[src/rtl/mac_queue_pkg.sv]
// Shared sizing constants and occupancy helper for the operand queue
// and the downstream ready-mask decoder.
package mac_queue_pkg;

    localparam int unsigned BufferWidth       = 2;
    localparam int unsigned BufferSize        = 4;
    localparam int unsigned PseudoBufferWidth = BufferWidth + 1;
    localparam int unsigned DataWidth         = 16;

    // Occupancy from the wrap bit and both pointers; the extra MSB absorbs wrap.
    function automatic logic [PseudoBufferWidth-1:0] calc_count(
        input logic                   round,
        input logic [BufferWidth-1:0] tp,
        input logic [BufferWidth-1:0] hp
    );
        return PseudoBufferWidth'({round, tp}) - PseudoBufferWidth'({1'b0, hp});
    endfunction

endpackage

[src/rtl/queue_ptr.sv]
// Circular pointer with increment enable and a one-cycle wrap pulse
// asserted on the increment that rolls over from BufferSize-1 to 0.
module queue_ptr
    import mac_queue_pkg::*;
(
    input  logic                   clk,
    input  logic                   rst,
    input  logic                   inc,
    output logic [BufferWidth-1:0] ptr,
    output logic                   wrap_c
);

    logic [BufferWidth-1:0] ptr_q;
    logic [BufferWidth-1:0] ptr_d;

    // Next pointer and wrap detect; modulo comes free from the power-of-two size.
    always_comb begin
        ptr_d  = ptr_q;
        wrap_c = 1'b0;
        if (inc) begin
            ptr_d  = ptr_q + BufferWidth'(1);
            wrap_c = (ptr_q == BufferWidth'(BufferSize - 1));
        end
    end

    // Pointer register.
    always_ff @(posedge clk) begin
        if (rst) begin
            ptr_q <= '0;
        end else begin
            ptr_q <= ptr_d;
        end
    end

    assign ptr = ptr_q;

endmodule

[src/rtl/operand_queue.sv]
// Four-entry circular operand FIFO feeding the MAC datapath. Exports
// TP/HP/Round so the ready-mask decoder can build a slot occupancy mask.
// Optional sticky push-while-full flag: define OPERAND_QUEUE_OVERFLOW_EN.
module operand_queue
    import mac_queue_pkg::*;
(
    input  logic                         clk,
    input  logic                         rst,
    input  logic                         push_valid,
    output logic                         push_ready,
    input  logic [DataWidth-1:0]         push_data,
    output logic                         pop_valid,
    input  logic                         pop_ready,
    output logic [DataWidth-1:0]         pop_data,
    output logic [BufferWidth-1:0]       TP,
    output logic [BufferWidth-1:0]       HP,
    output logic                         Round,
    output logic [PseudoBufferWidth-1:0] count
`ifdef OPERAND_QUEUE_OVERFLOW_EN
    ,
    output logic                         overflow
`endif
);

    logic [DataWidth-1:0]   mem_q [BufferSize];
    logic [DataWidth-1:0]   mem_d [BufferSize];
    logic                   round_q;
    logic                   round_d;
    logic [BufferWidth-1:0] tp;
    logic [BufferWidth-1:0] hp;
    logic                   tail_wrap;
    logic                   head_wrap;
    logic                   full;
    logic                   empty;
    logic                   push_fire;
    logic                   pop_fire;

    // Status is a pure function of registered state; no path from the handshake inputs.
    assign empty     = (tp == hp) && !round_q;
    assign full      = (tp == hp) &&  round_q;
    assign push_fire = push_valid && !full;
    assign pop_fire  = pop_ready  && !empty;

    queue_ptr u_tail_ptr (
        .clk    (clk),
        .rst    (rst),
        .inc    (push_fire),
        .ptr    (tp),
        .wrap_c (tail_wrap)
    );

    queue_ptr u_head_ptr (
        .clk    (clk),
        .rst    (rst),
        .inc    (pop_fire),
        .ptr    (hp),
        .wrap_c (head_wrap)
    );

    // Round flips when exactly one pointer wraps; array write at the tail slot.
    always_comb begin
        round_d = round_q ^ (tail_wrap ^ head_wrap);
        mem_d   = mem_q;
        if (push_fire) begin
            mem_d[tp] = push_data;
        end
    end

    // Wrap bit register.
    always_ff @(posedge clk) begin
        if (rst) begin
            round_q <= 1'b0;
        end else begin
            round_q <= round_d;
        end
    end

    // Operand storage; contents are left alone on reset since pointers discard them.
    always_ff @(posedge clk) begin
        mem_q <= mem_d;
    end

`ifdef OPERAND_QUEUE_OVERFLOW_EN
    logic overflow_q;
    logic overflow_d;

    // Sticky flag for a push offered while full; never affects queue state.
    always_comb begin
        overflow_d = overflow_q | (push_valid && full);
    end

    // Overflow flag register.
    always_ff @(posedge clk) begin
        if (rst) begin
            overflow_q <= 1'b0;
        end else begin
            overflow_q <= overflow_d;
        end
    end

    assign overflow = overflow_q;
`endif

    assign push_ready = !full;
    assign pop_valid  = !empty;
    assign pop_data   = mem_q[hp];
    assign TP         = tp;
    assign HP         = hp;
    assign Round      = round_q;
    assign count      = calc_count(round_q, tp, hp);

endmodule

[config.mk]
export PLATFORM = sky130hd
export DESIGN_NAME = operand_queue
export DESIGN_NICKNAME = d
export VERILOG_FILES = /design/src/rtl/mac_queue_pkg.sv /design/src/rtl/queue_ptr.sv /design/src/rtl/operand_queue.sv
export SDC_FILE = /design/constraint.sdc
export NUM_CORES = 1
export LEC_CHECK = 0
export BUFFER_PORTS_ARGS = -buffer_cell sky130_fd_sc_hd__buf_2
export CAP_MARGIN = 20
export CORE_ASPECT_RATIO = 1.75
export CORE_MARGIN = 1.5
export CORE_UTILIZATION = 59
export CTS_CLUSTER_SIZE = 24
export DETAILED_ROUTE_END_ITERATION = 16
export PLACE_DENSITY = 0.89
export SKIP_CTS_REPAIR_TIMING = 1
export SYNTH_ARGS = -nofsm -noshare
export SYNTH_HDL_FRONTEND = slang
export SYNTH_SLANG_ARGS = --single-unit
[constraint.sdc]
create_clock -name clk -period 3.5 [get_ports clk]
set_input_delay 0.35 -clock clk [delete_from_list [all_inputs] [get_ports clk]]
set_output_delay 0.35 -clock clk [all_outputs]
set_load 0.005 [all_outputs]
Yosys cells after proc, flatten, opt, wreduce, memory -nomap -nowiden. Cells that the tools add are included.

Memory bits (read-only): 0. Register bits: 69. Logic and storage cells: 36. RAM bits: 0. Latch bits: 0. Input bits: 20. Output and inout port bits: 26. Memories: 0.

Mux-type cells: 8. Reduce and logical (&&, ||, !) cells: 8. Equality and inequality tests: 3. Bitwise logic cells: 4. Multipliers: 0. Shift operators: 0. Add/subtract/negate cells: 3. Divide/modulo/power cells: 0. $lt $le $gt $ge: 3.

Operator list (number): 64-bit bitwise mux (1); 16-bit two-way mux (3); 16-bit binary-select mux with 2-bit select (1); 16-bit demux with 2-bit select (1); 3-bit greater-or-equal comparator (second input constant) (2); 2-bit NOT with 3-bit output (2); 1-bit logical AND (5); 2-bit by 1-bit adder with 2-bit output (second input constant) (2); 2-bit == test (second input constant) (2); 1-bit logical NOT (3); 3-bit by 1-bit less-than comparator with 1-bit output (second input constant) (1); 3-bit by 2-bit subtractor with 3-bit output (1); 2-bit == test (1); 1-bit two-way mux (2); 1-bit XOR (2).

Logic depth before layout (Yosys ltp). Gate-level depths: netlist (run 1).

Word-level depth: 7. Gate-level depth with buffers: 8. Depth with buffers taken out: 6.

Modules after synthesis. Synthesis (run 1) repeated with hierarchy kept, for this count alone.

Cells, all modules: 120. Area total of the unflattened synthesis: 2697.6 µm².

Modules (own cells, without submodules): operand_queue (sequential area each 1941.9 µm², instances 1, area an instance 2524.9 µm², cells each 104); queue_ptr (sequential area each 40.0 µm², instances 2, area an instance 86.3 µm², cells each 8).

Least setup slack after synthesis (run 1). OpenSTA, ideal clock, no wires.

Path type: flip-flop to flip-flop. Start: register u_head_ptr.ptr_q[1] (netlist: u_head_ptr.ptr[1]). End: register mem_q[32] in the netlist's numbering, enable pin. Library setup time: 374 ps. Period minus slack after synthesis: 2148 ps. Data required time: 3126 ps. Path buffers: 2. Slack: 1352 ps. Arrival time: 1774 ps. Cell stages (with the launch flop): 7. Path through: dfxtp_1 -> buf_2 -> buf_2 -> inv_1 -> ha_1 -> nand3_4 -> and3_1.

Cells in the longest elaborated chain, start to end: 4.

Ends and longest elaborated chain: start: declaration (line queue_ptr.sv:13) `logic [BufferWidth-1:0] ptr_q;`; start signal: assignment (line queue_ptr.sv:31) `ptr_q <= ptr_d;`; 2-bit == test (line operand_queue.sv:40) `assign full = (tp == hp) && round_q;`; 1-bit logical AND (line operand_queue.sv:40); 1-bit logical NOT; net push_ready (line operand_queue.sv:10) `output logic push_ready,`; 1-bit logical AND (line operand_queue.sv:41) `assign push_fire = push_valid && !full;`; end signal: assignment (line operand_queue.sv:80) `mem_q <= mem_d;`; end: declaration (line operand_queue.sv:25) `logic [DataWidth-1:0] mem_q [BufferSize];`.

The timed path passes the listed nets, and every way through them passes these cells. A chain may end at the register's enable or synchronous reset.

Worst setup path after layout (run 1).
Start: register u_head_ptr.ptr_q[0] (netlist: u_head_ptr.ptr[0]). End: output port pop_data[4].

Cells in the longest elaborated chain, start to end: 4.

Ends and longest elaborated chain: 2-bit NOT with 3-bit output (not written as such) (line operand_queue.sv:106) `assign pop_data = mem_q[hp];`; 16-bit binary-select mux with 2-bit select (line operand_queue.sv:106); 16-bit two-way mux (not written as such) (2 in series) (line operand_queue.sv:106); end: declaration (line operand_queue.sv:14) `output logic [DataWidth-1:0] pop_data,`.

Every way passes these cells. The select of a mux whose other input is x is not followed.

==> results of run 1 <==
-- area by class of cell --
class                      count  area (sq um)  area share (%)
inverter                       5          18.8           0.596
tap                           51          63.8            2.03
sequential                    69          2020            64.2
timing repair buffer          47           240            7.63
clock inverter                 3          13.8           0.437
multi-input combinational     48           654            20.8
clock buffer                  12           135            4.29
-- worst paths after layout --
path / startpoint / cells past startpoint / endpoint / slack [ps]
worst max register to register: u_tail_ptr.ptr[0] / 4 / mem_q[37] / 1410
worst min register to register: u_tail_ptr.ptr[1] / 2 / u_tail_ptr.ptr[1] / 570
worst max-delay path: u_head_ptr.ptr[0] / 3 / pop_data[4] / 1410
worst min-delay path: push_data[10] / 1 / mem_q[26] / 240
-- sequential cells by signal, summed over array words and instances (netlist names) --
register	cells
mem_q	64
u_tail_ptr.ptr	2
Round	1
u_head_ptr.ptr	2
-- through the flow --
stage,hold WS (ps),util [%],instances
2_1_floorplan,419,-,126
3_5_place_dp,563,67.5,220
3_3_place_gp,521,67.5,220
6_report,241,70.8,235
4_1_cts,226,70.8,235
5_1_grt,231,70.8,235
-- where the power goes --
| group | internal, mW | switching [mW] |
|---|---|---|
| Sequential | 0.948 | 0.0141 |
| Clock | 0.249 | 0.253 |
| Combinational | 0.167 | 0.158 |
| Total | 1.36 | 0.426 |
-- routing by layer --
layer,GRT usage (%),share of wire [%]
met5,0,0
met1,23.7,35
met3,5.91,6.4
met4,9.79,2.5
met2,34.3,56
-- synth_stat cells --
master / n
a211oi_1: 1
a21oi_1: 1
and2_1: 1
and3_1: 2
and3_2: 1
and3_4: 1
buf_12: 1
buf_2: 2
buf_6: 1
dfxtp_1: 5
edfxtp_1: 64
fa_1: 1
ha_1: 7
inv_1: 5
mux2i_1: 1
mux4_1: 7
mux4_2: 9
nand2_1: 4
nand3_1: 1
nand3_4: 1
nand3b_1: 1
nor2_1: 3
nor3_1: 1
nor3b_1: 1
o21ai_0: 1
xnor2_1: 1
xor2_1: 2
-- cells by family (layout without fill, tap and decap cells) --
kind of cell / count (synthesis) / count (layout) / synth area share [%]
AOI/OAI and AO/OA: 3 / 3 / 0.640
and+or+nand+nor: 17 / 17 / 3.89
muxes: 17 / 17 / 14.5
buffers and inverters: 9 / 67 / 2.19
adders and majority gates: 8 / 8 / 3.93
DFF: 69 / 69 / 73.9
xor gates and xnor gates: 3 / 3 / 0.960
==> flow_summary.toml, run 1 <==
[flow_run]
drv_cap = 0

[placed_design]
gp_congestion = 0.663
placed_area_sq_um = 3000
io_buffers = 45
pre_cts_ws_ps = 1370
dp_hpwl_mm = 3.13

[logic_synthesis]
yosys_warnings = 0
netlist_instances = 126
synth.top_cell.area_share_pct = 70.2
synth_area_leaders = "edfxtp_1, mux4_2, mux4_1, dfxtp_1, ha_1"
ys_types = 27
synth_area_leader_cell = "edfxtp_1"
yosys_register_bits = 69
yosysSeqAreaShare_pct = 73.9
synth_fp_nets = 154
syn_area_per_cell_sq_um = 21.7
syn_area_sq_um = 2740

[die]
coreArea_sq_um = 4440
die_w_um = 54.5
initial_utilization_pct = 61.6
rows = 32
dieArea_sq_um = 5070
die_h_um = 93.1
io_pins = 46

[sta]
timing.final.crit_period_ps = 2090
timing.final.crit_share_pct = 59.8
worst_slack_ps = 1410
timing.slew.headroom_pct = 47.2
slew_viol_final = 0
hold_viol_final = 0
timing.fmax_mhz = 478
fin_skew_ps = 3.92
tns_ps = 0
setup_viol = 0
worstMarginPinSlew_ps = 791
rsz0062_at_grt = "no"

[final_layout]
layout_commonest_cell = "edfxtp_1"
layout_common_cells = "edfxtp_1, buf_2, mux4_2, clkbuf_8"
nNetsFinal = 208
drive_gt1_share_pct = 38.0
final_cell_area_sq_um = 3150
fillCellCount = 273
syn2layout_area_growth_pct = 15.0
n_antenna_cell = 0

[worst_setup_path]
cp-start-kind = "flop"
cpMaxStageDelayCell = "mux4_1"
cp_cell_sequence = "buf_4, mux4_1, buf_2"
end_kind = "primary output"
slowest_delay_ps = 610
critPathRequiredTime_ps = 3150
worstPathArrival_ps = 1740
crit_type = "flop to primary output"
path_delay_family = "multiplexers"
crit_buf_inv = 2
worst-path-max-fanout = 19

[global_route]
grt-ovfl-total = 0
grt_pass1_vias = 1434
grt_max_degree = 21
grt_usage_pct = 20.7
grt_pass1_wl_mm = 7.02
antenna_found_initial = 0

[clock_network]
cts_made_buffers = 9
cts_root_buf = "clkbuf_8"
numClockSinks = 69
htree_levels = 3
cts_tree = "built"
clock_path_buffers = 2
path_clk_slew_ps = 60
clk-insertion-delay-late_ps = 330

[drt]
drt_first_pass_iters = 4
drt-vias-per-instance = 5.83
drtAntennaViolNets = 0
wl_per_cell_um = 19.6
wirelength_mm = 4.61
remaining_drc_errors = 0
drtIter0Drc = 31
vias = 1370

[power_and_ir_drop]
p_total_mw = 1.79
ir_drop_mv = 0.443
p_leak_nw = 1.16
powerDensity_nw_per_um2 = 569

[status]
status = "complete, no violations"

[min_path]
hp-class = "primary input to flop"
No activity file was read; power rests on OpenSTA's default activity.
==> run 2, diff against run 1 <==
ABC_AREA = 1   (was default)
CORE_UTILIZATION = 50   (was 59)
PLACE_DENSITY = 0.81   (was 0.89)
clock period = 1.7 ns   (was 3.5 ns; I/O delays follow)
==> run 2 against run 1 <==
Total power rose to 2.6 times the previous value. Clock skew grew 10 ps. Sequential share of layout area down 9.3 points. Core utilization shrank 1.0 points. Final cell count up 50%. Register-to-register slack worse by 1300 ps. Final area rose by 17%. Die area increased by 18%. Critical endpoint is now count[2].
==> flow_summary.toml, run 2 <==
[global_route]
grt_pass1_vias = 1799
antenna_found_initial = 0
grt-ovfl-total = 0
use_met2_pct = 33.2
grt_max_degree = 36
use_met3_pct = 5.39
grt_usage_pct = 20.4
top_usage_layer = "met2"
use_met1_pct = 24.1
grt_pass1_wl_mm = 8.54

[clock_network]
cts_root_buf = "clkbuf_8"
cts_made_buffers = 9
htree_levels = 3
clock_path_buffers = 2
clk-insertion-delay-late_ps = 350
path_clk_slew_ps = 80
cts_tree = "built"
numClockSinks = 69

[sta]
timing.final.crit_period_ps = 1690
setup_viol = 0
worst_slack_ps = 10.8
fin_skew_ps = 14.1
worstMarginPinSlew_ps = 251
rsz0062_at_grt = "yes"
tns_ps = 0
timing.slew.headroom_pct = 83.3
slew_viol_final = 0
timing.final.crit_share_pct = 99.4
timing.fmax_mhz = 592
hold_viol_final = 0

[final_layout]
final_cell_area_sq_um = 3700
syn2layout_area_growth_pct = 34.5
nNetsFinal = 301
regMostFlops = "mem_q"
fillCellCount = 358
fin_util_pct = 69.8
drive_gt1_share_pct = 38.8
largest_reg_flops = 64
layout_commonest_cell = "edfxtp_1"
n_antenna_cell = 0
layout_common_cells = "edfxtp_1, buf_2, nor2_1, o21ai_0, o22ai_1"

[logic_synthesis]
synth_area_leader_cell = "edfxtp_1"
async_reset_ff_share_pct = 0
yosys_register_bits = 69
synth.top_cell.area_share_pct = 69.9
yosysMostFrequentCell = "edfxtp_1"
syn_area_per_cell_sq_um = 13.6
syn_area_sq_um = 2750
synth_ff_type = "edfxtp_1"
synth_area_leaders = "edfxtp_1, o21ai_0, nor2_1, dfxtp_1, o22ai_1"
synth-edff-count = 64
yosys_warnings = 0
synthTopCellsByCount = "edfxtp_1, nor2_1, o21ai_0"
netlist_instances = 202
yosysSeqAreaShare_pct = 73.6
ys_types = 23
synth_fp_nets = 230

[die]
io_pins = 46
die_h_um = 101
rows = 35
initial_utilization_pct = 51.9
die_w_um = 59.1
coreArea_sq_um = 5300
dieArea_sq_um = 5970

[drt]
wl_per_cell_um = 17.0
drt-vias-per-instance = 5.25
drt_first_pass_iters = 4
wirelength_mm = 5.99
drtIter0Drc = 80
remaining_drc_errors = 0
vias = 1848
drtAntennaViolNets = 0

[placed_design]
io_buffers = 45
gp_congestion = 0.817
dp_hpwl_mm = 3.49
pre_cts_ws_ps = 127
placed_area_sq_um = 3230

[power_and_ir_drop]
ir_drop_mv = 0.827
p_total_mw = 4.57
p_leak_nw = 1.41
powerDensity_nw_per_um2 = 1240

[status]
status = "complete, no violations"

[worst_setup_path]
cp-start-kind = "flop"
r2r_start = "u_head_ptr.ptr[1]"
worstPathArrival_ps = 1520
crit_type = "flop to primary output"
startpoint = "u_head_ptr.ptr[0]"
end_kind = "primary output"
critPathRequiredTime_ps = 1530
worst-path-max-fanout = 4

[min_path]
hp-class = "primary input to flop"
min_from = "push_data[1]"

[flow_run]
drv_cap = 0
-- run 2: changes by cell type after synthesis, moves of 2 or more --
cell / previous run / this run
nor2_1: 3 / 37
o21ai_0: 1 / 31
o22ai_1: 0 / 16
mux4_2: 9 / 0
mux4_1: 7 / 0
inv_1: 5 / 10
nand3_2: 0 / 3
and3_1: 2 / 0
buf_2: 2 / 4
clkbuf_1: 0 / 2
clkbuf_2: 0 / 2
nand2_1: 4 / 6
nand2_4: 0 / 2
-- run 2: cells by family (layout without fill, tap and decap cells) --
| kind of cell | Yosys count | count (layout) | share of synthesized area [%] |
|---|---|---|---|
| AOI/OAI and AO/OA | 54 | 54 | 11.0 |
| xor gates and xnor gates | 1 | 1 | 0.319 |
| adders and majority gates | 8 | 8 | 3.91 |
| buffers and inverters | 20 | 96 | 3.10 |
| DFF | 69 | 69 | 73.6 |
| and+or+nand+nor | 50 | 50 | 8.15 |
-- run 2: worst max-delay path, cell delays in order (launching register included) --
cell and delay (ps):
dfxtp_4 370, ha_4 160, fa_1 370, xor2_1 140, buf_2 130
-- run 2: routing by layer --
metal,vias to the layer above,wire length [um],part of all wire [%]
li1,883,-,-
met1,895,2360,39
met2,64,3220,54
met3,6,337,5.6
met4,0,70,1.2
met5,-,0,0
-- run 2: cell type report --
| cell class | instances | area [sq um] | area share (%) |
|---|---|---|---|
| tap | 74 | 92.6 | 2.50 |
| clock buffer | 10 | 138 | 3.72 |
| timing repair buffer | 68 | 568 | 15.4 |
| inverter | 12 | 66.3 | 1.79 |
| multi-input combinational | 113 | 716 | 19.4 |
| clock inverter | 6 | 86.3 | 2.33 |
| sequential | 69 | 2030 | 54.9 |
-- run 2: worst paths after layout --
check | endpoint | slack (ps) | cells past startpoint
max | count[2] | 10 | 4
min reg2reg | u_tail_ptr.ptr[1] | 580 | 2
min | mem_q[1] | 40 | 1
max reg2reg | mem_q[6] | 140 | 8
-- run 2: where the power goes --
part | switching [mW] | internal, mW | total, mW
sequential | 0.0404 | 1.95 | 2.00
combinational | 0.569 | 0.552 | 1.12
clock | 0.596 | 0.862 | 1.46
-- run 2: per-stage QoR --
stage / cells / hold WS [ps]
CTS: 341 / 30.1
global placement: 325 / 383
finish: 352 / 44.8
detailed placement: 325 / 389
floorplan: 202 / 232
global route: 352 / 32.9
